File: config.mk
export PLATFORM = sky130hd
export DESIGN_NAME = aes_key_expand_128
export DESIGN_NICKNAME = d
export VERILOG_FILES = /design/src/rtl/aes_key_expand_128.sv
export SDC_FILE = /design/constraint.sdc
export NUM_CORES = 1
export LEC_CHECK = 0
export CAP_MARGIN = 20
export CORE_MARGIN = 2
export CORE_UTILIZATION = 30
export CTS_BUF_LIST = sky130_fd_sc_hd__clkbuf_8
export CTS_CLUSTER_SIZE = 28
export DETAILED_ROUTE_END_ITERATION = 16
export PLACE_DENSITY = 0.47
export SKIP_CTS_REPAIR_TIMING = 1
export SKIP_LAST_GASP = 1
export SYNTH_ARGS = -nofsm -noshare
export SYNTH_HDL_FRONTEND = slang
export SYNTH_SLANG_ARGS = --single-unit
File: constraint.sdc
create_clock -name clk -period 10.23 [get_ports clk]
set_clock_uncertainty 0.2 [all_clocks]
set_input_delay 1.5345 -clock clk [delete_from_list [all_inputs] [get_ports clk]]
set_output_delay 1.5345 -clock clk [all_outputs]
set_load 0.005 [all_outputs]
File: src/rtl/aes_key_expand_128.sv
// AES-128 key schedule: emits round keys 0..NUM_ROUNDS, one per rk_valid/rk_ready handshake; key 0 one cycle after accept.
// Optional AES_KEY_REPLAY_EN adds an 11-key store and a replay_req input that re-emits the last completed schedule.
module aes_key_expand_128 #(
  parameter int DATA_W     = 128,
  parameter int NUM_ROUNDS = 10
) (
  input  logic              clk,
  input  logic              reset,
  input  logic              key_valid_in,
  input  logic [DATA_W-1:0] key_in,
  output logic              key_ready,
`ifdef AES_KEY_REPLAY_EN
  input  logic              replay_req,
`endif
  input  logic              rk_ready,
  output logic              rk_valid,
  output logic [DATA_W-1:0] round_key,
  output logic [3:0]        rk_idx,
  output logic              done
);

  typedef enum logic [1:0] {IDLE = 2'd0, EMIT = 2'd1, DONE = 2'd2} state_t;

  localparam logic [3:0] LAST_IDX = 4'(NUM_ROUNDS);

  // Forward S-box, row-major from entry 0x00; entry b lives at index ~b.
  localparam logic [255:0][7:0] SBOX = {
    128'h637c777bf26b6fc53001672bfed7ab76,
    128'hca82c97dfa5947f0add4a2af9ca472c0,
    128'hb7fd9326363ff7cc34a5e5f171d83115,
    128'h04c723c31896059a071280e2eb27b275,
    128'h09832c1a1b6e5aa0523bd6b329e32f84,
    128'h53d100ed20fcb15b6acbbe394a4c58cf,
    128'hd0efaafb434d338545f9027f503c9fa8,
    128'h51a3408f929d38f5bcb6da2110fff3d2,
    128'hcd0c13ec5f974417c4a77e3d645d1973,
    128'h60814fdc222a908846eeb814de5e0bdb,
    128'he0323a0a4906245cc2d3ac629195e479,
    128'he7c8376d8dd54ea96c56f4ea657aae08,
    128'hba78252e1ca6b4c6e8dd741f4bbd8b8a,
    128'h703eb5664803f60e613557b986c11d9e,
    128'he1f8981169d98e949b1e87e9ce5528df,
    128'h8ca1890dbfe6426841992d0fb054bb16
  };

  function automatic logic [7:0] sbox(input logic [7:0] b);
    return SBOX[~b];
  endfunction

  function automatic logic [31:0] sub_word(input logic [31:0] w);
    return {sbox(w[31:24]), sbox(w[23:16]), sbox(w[15:8]), sbox(w[7:0])};
  endfunction

  function automatic logic [7:0] xtime(input logic [7:0] b);
    return {b[6:0], 1'b0} ^ (b[7] ? 8'h1b : 8'h00);
  endfunction

  state_t            state_q, state_d;
  logic              key_ready_q, key_ready_d;
  logic              rk_valid_q, rk_valid_d;
  logic [DATA_W-1:0] round_key_q, round_key_d;
  logic [3:0]        rk_idx_q, rk_idx_d;
  logic              done_q, done_d;
  logic [7:0]        rcon_q, rcon_d;

`ifdef AES_KEY_REPLAY_EN
  logic [DATA_W-1:0] store_q [0:NUM_ROUNDS];
  logic [DATA_W-1:0] store_d [0:NUM_ROUNDS];
  logic              store_vld_q, store_vld_d;
  logic              replay_q, replay_d;
`endif

  logic [31:0]       w0, w1, w2, w3, t_word, n0, n1, n2, n3;
  logic [DATA_W-1:0] next_key;

  always_comb begin
    w0       = round_key_q[127:96];
    w1       = round_key_q[95:64];
    w2       = round_key_q[63:32];
    w3       = round_key_q[31:0];
    t_word   = sub_word({w3[23:0], w3[31:24]}) ^ {rcon_q, 24'h000000};
    n0       = w0 ^ t_word;
    n1       = w1 ^ n0;
    n2       = w2 ^ n1;
    n3       = w3 ^ n2;
    next_key = {n0, n1, n2, n3};
  end

  always_comb begin
    state_d     = state_q;
    rk_valid_d  = rk_valid_q;
    round_key_d = round_key_q;
    rk_idx_d    = rk_idx_q;
    rcon_d      = rcon_q;
    done_d      = 1'b0;
`ifdef AES_KEY_REPLAY_EN
    store_d     = store_q;
    store_vld_d = store_vld_q;
    replay_d    = replay_q;
`endif
    unique case (state_q)
      IDLE: begin
        if (key_valid_in && key_ready_q) begin
          round_key_d = key_in;
          rk_idx_d    = 4'd0;
          rcon_d      = 8'h01;
          rk_valid_d  = 1'b1;
          state_d     = EMIT;
`ifdef AES_KEY_REPLAY_EN
          replay_d    = 1'b0;
          store_vld_d = 1'b0;
        end else if (replay_req && key_ready_q && store_vld_q) begin
          round_key_d = store_q[0];
          rk_idx_d    = 4'd0;
          rk_valid_d  = 1'b1;
          state_d     = EMIT;
          replay_d    = 1'b1;
`endif
        end
      end
      EMIT: begin
        if (rk_valid_q && rk_ready) begin
`ifdef AES_KEY_REPLAY_EN
          store_d[rk_idx_q] = round_key_q;
`endif
          if (rk_idx_q == LAST_IDX) begin
            rk_valid_d = 1'b0;
            done_d     = 1'b1;
            state_d    = DONE;
`ifdef AES_KEY_REPLAY_EN
            store_vld_d = 1'b1;
`endif
          end else begin
`ifdef AES_KEY_REPLAY_EN
            round_key_d = replay_q ? store_q[rk_idx_q + 4'd1] : next_key;
`else
            round_key_d = next_key;
`endif
            rk_idx_d = rk_idx_q + 4'd1;
            rcon_d   = xtime(rcon_q);
          end
        end
      end
      DONE:    state_d = IDLE;
      default: state_d = IDLE;
    endcase
    key_ready_d = (state_d == IDLE);
  end

  always_ff @(posedge clk) begin
    if (reset) begin
      state_q     <= IDLE;
      key_ready_q <= 1'b1;
      rk_valid_q  <= 1'b0;
      round_key_q <= '0;
      rk_idx_q    <= 4'd0;
      done_q      <= 1'b0;
      rcon_q      <= 8'h01;
`ifdef AES_KEY_REPLAY_EN
      store_vld_q <= 1'b0;
      replay_q    <= 1'b0;
`endif
    end else begin
      state_q     <= state_d;
      key_ready_q <= key_ready_d;
      rk_valid_q  <= rk_valid_d;
      round_key_q <= round_key_d;
      rk_idx_q    <= rk_idx_d;
      done_q      <= done_d;
      rcon_q      <= rcon_d;
`ifdef AES_KEY_REPLAY_EN
      store_q     <= store_d;
      store_vld_q <= store_vld_d;
      replay_q    <= replay_d;
`endif
    end
  end

  assign key_ready = key_ready_q;
  assign rk_valid  = rk_valid_q;
  assign round_key = round_key_q;
  assign rk_idx    = rk_idx_q;
  assign done      = done_q;

endmodule

==> key figures <==
STA
  • RSZ-0062 raised after global routing: no
  • Final period util: 49.92%
  • Final setup violation count: 0
  • Final worst slack: 5123 ps
  • Worst-Margin Slew: 1084 ps
  • Hold Vio Cnt, Final: 0
  • Peak Freq: 195.8 MHz
  • Hold_ws: 292.0 ps
  • Max Transition Viols Final: 0
  • Rel. slew slack: 27.52%
  • Total negative slack: 0 ps
  • Post-layout min period: 5107 ps

Yosys
  • Synth Area in Compound Gates: 34.34%
  • Main combinational cell family by area after synthesis: compound AO/OA/AOI/OAI gates
  • Sequential area share after synthesis: 12.41%
  • Post-synth EDFFs: 0
  • #FFs+latches synth: 145
  • Avg Cell Area, Syn: 7.031 sq um
  • Main synth FF type: dfxtp_1
  • Syn Std Cell Area: 0.02339 sq mm
  • Post-Synth XOR/XNOR Area: 5.718%
  • Async SR Flop Fraction: 0%
  • Synth warnings: 0
  • Simple-Gate Fraction of Synth Area: 26.06%
  • Syn_nets: 3521
  • Distinct cells, synth: 107
  • Post-synthesis mux area share: 9.516%
  • Synth Area in Adders: 3.402%
  • Post-Synthesis Cells: 3327

Setup path
  • Max incr delay on CP: 870 ps
  • Crit path buf inv count: 2
  • Crit-path leading delay family: adder cells
  • Kind of critical path: register to register
  • Critical Path Source Type: register
  • CP Cell Sequence: buf_4 > inv_1 > ha_1 > nand2b_1 > a311oi_1 > a311oi_1 > a31o_2 > mux4_2 > xnor2_1 > xnor2_1 > mux2i_1 > a31oi_1
  • Critical path peak fanout: 38
  • Slowest cell on crit path: ha_1
  • Crit path DAT: 5370 ps
  • Critical Path End Type: register
  • Req. time, crit path: 10490 ps

Layout
  • Synthesis-to-finish area growth: 13.33%
  • Final core utilization: 34.28%
  • Layout cell share with drive strength beyond 1: 7.833%
  • Multi-input logic area: 0.01852 sq mm
  • Seq. cell area: 0.002940 sq mm
  • Post-route cell area: 0.02651 sq mm
  • # nets final: 3462
  • Fill cell count: 8402

GRT
  • Antenna violations before repair: 2
  • First-pass GRT wire length: 170.7 mm
  • Number of global-route vias before repair: 25370
  • Pin count of the biggest net entering global routing: 182
  • Total track usage: 27.18%
  • Total gr overflow: 0

Routing
  • Residual DRC: 0
  • DRT met1 WL: 49.91 mm
  • DR WL met2: 49.60 mm
  • Antenna Nets Post-Route: 0
  • DRT Wirelength: 113.9 mm
  • Iteration-0 DRC count of the detailed router: 4161
  • Post-DR vias/cell: 6.368
  • Max layer used: met4
  • Via count: 27520
  • Met3 WL post-DR: 10.10 mm
  • Post-DR wirelength/cell: 26.34 um
  • Total iterations of the first detailed-routing run: 9

Die
  • Num rows: 102
  • Die Ht: 283.2 um
  • Core area: 0.07734 sq mm
  • Die Footprint: 0.08022 sq mm
  • I/O pins: 267
  • Initial core utilization: 30.24%
  • DIE WIDTH: 283.2 um

Clock tree
  • Clk slew on worst S/H paths: 110 ps
  • H-tree Lvls: 4
  • Clock Tree Root: clkbuf_8
  • Worst skew pair latency: 610 ps
  • Clk buf depth: 2
  • CTS Sinks: 145
  • Total CTS buffers: 17
  • CTS tree: yes

Place
  • Number of I/O port buffers: 266
  • Gpl congestion: 0.9803
  • Placed inst area: 0.02609 sq mm
  • HPWL after detailed placement: 77.09 mm
  • Placement Setup Slack: 5154 ps

Power and ir drop
  • Leak pwr: 8.960 nW
  • Power per Cell Area: 198.2 mW/mm^2
  • Max VDD drop: 104.6 uV

Outcome
  • Status: finished clean

Min path
  • Hold Crit Class: register to register

Job
  • Max Cap Viol: 0
layout by cell type (no fill, tap or decap), types with 37 or more instances in the layout:
master,count
mux4_2,66
a211oi_1,62
inv_1,50
nor2b_1,83
o31ai_1,37
a21oi_1,244
mux2i_1,51
dfxtp_1,131
and2_1,41
buf_4,58
o21ai_0,232
nand2b_1,92
nand2_1,282
clkdlybuf4s50_1,265
a311oi_1,51
nand3_1,114
xnor2_1,90
o211ai_1,52
and3_1,38
ha_1,62
nor3_1,113
a31oi_1,85
xor2_1,41
nor2_1,274
state kept, by name, indices dropped and copies added, names as in the netlist:
name	cells
rcon_q	8
state_q	2
round_key	128
key_ready	1
done	1
rk_idx	4
rk_valid	1
power by group:
part           leakage (nW)  total, mW  internal [mW]  switching [mW]
sequential             1.20      0.843          0.643           0.200
clock                 0.215      0.559          0.244           0.315
combinational          7.55       3.85           1.50            2.35
worst reg2reg max path, cell delays in order (launching register included):
cell and delay [ps]:
dfxtp_1 320, buf_4 400, inv_1 310, ha_1 870
nand2b_1 470, a311oi_1 380, a311oi_1 90, a31o_2 260
mux4_2 500, xnor2_1 190, xnor2_1 650, mux2i_1 270
a31oi_1 90
cells by family after synthesis:
logic type,count (synthesis)
buffers and inverters,461
adder cells (fa/ha/maj),64
multiplexers,135
AO/OA/AOI/OAI,1165
AND/OR/NAND/NOR,1217
XOR/XNOR,140
flip-flops,145
cell type report:
cell class	instances	area share (%)
Antenna cell	1	0.009440
Clock buffer	17	0.8826
Clock inverter	15	0.6844
Inverter	59	0.8354
Multi-Input combinational cell	2721	69.86
Sequential cell	145	11.09
Tap cell	1040	4.909
Timing Repair Buffer	324	11.72
metal layers:
layer | up-vias | track usage, %
li1 | 12420 | -
met1 | 13250 | 38.34
met2 | 1620 | 41.11
met3 | 233 | 4.750
met4 | 0 | 10.05
met5 | - | 0
cell usage after synthesis, types with 21 or more instances:
cell type  number  area, sq um
and2_1         41        256.5
o31ai_1        37        277.8
ha_1           62        775.7
o311ai_0       31        271.5
nand2_1       282         1059
o21ai_0       232         1161
nor3_1        113        565.5
mux2i_1        51        510.5
nor2_1        275         1032
a22oi_1        27        202.7
a21oi_1       244         1221
or4_1          31        232.7
a22o_1         22        192.7
nor3b_1        21        157.7
a221oi_1       24        210.2
a2111oi_0      24        210.2
mux4_2         66         1486
buf_2         134        670.6
nand3_1       114        570.6
nor2b_1        84        525.5
a311oi_1       51        446.7
xor2_1         41        359.1
and3_1         39        244.0
a21o_1         22        165.2
a31oi_1        85        531.8
o211ai_1       52        390.4
dfxtp_1       145         2903
or2_2          23        143.9
inv_1          50        187.7
xnor2_1        90        788.3
nand2b_1       93        581.8
a211oi_1       62        465.5
clkbuf_1      216        810.8
buf_1          30        112.6
stage by stage:
stage | instances | power [mW]
after CTS | 4321 | 5.193
after floorplan | 3327 | 3.440
final | 4322 | 5.253
after detailed placement | 4289 | 4.613
after global placement | 4289 | 4.655
after global routing | 4322 | 5.567
worst paths after layout:
path | end | slack, ps | cells past startpoint | from
hold / removal | rcon_q[1] | 290 | 2 | rcon_q[1]
setup / recovery | round_key[21] | 5120 | 12 | round_key[9]
hold reg to reg | rcon_q[1] | 290 | 2 | rcon_q[1]
setup reg to reg | round_key[21] | 5120 | 12 | round_key[9]
(Power assumes the default switching activity.)
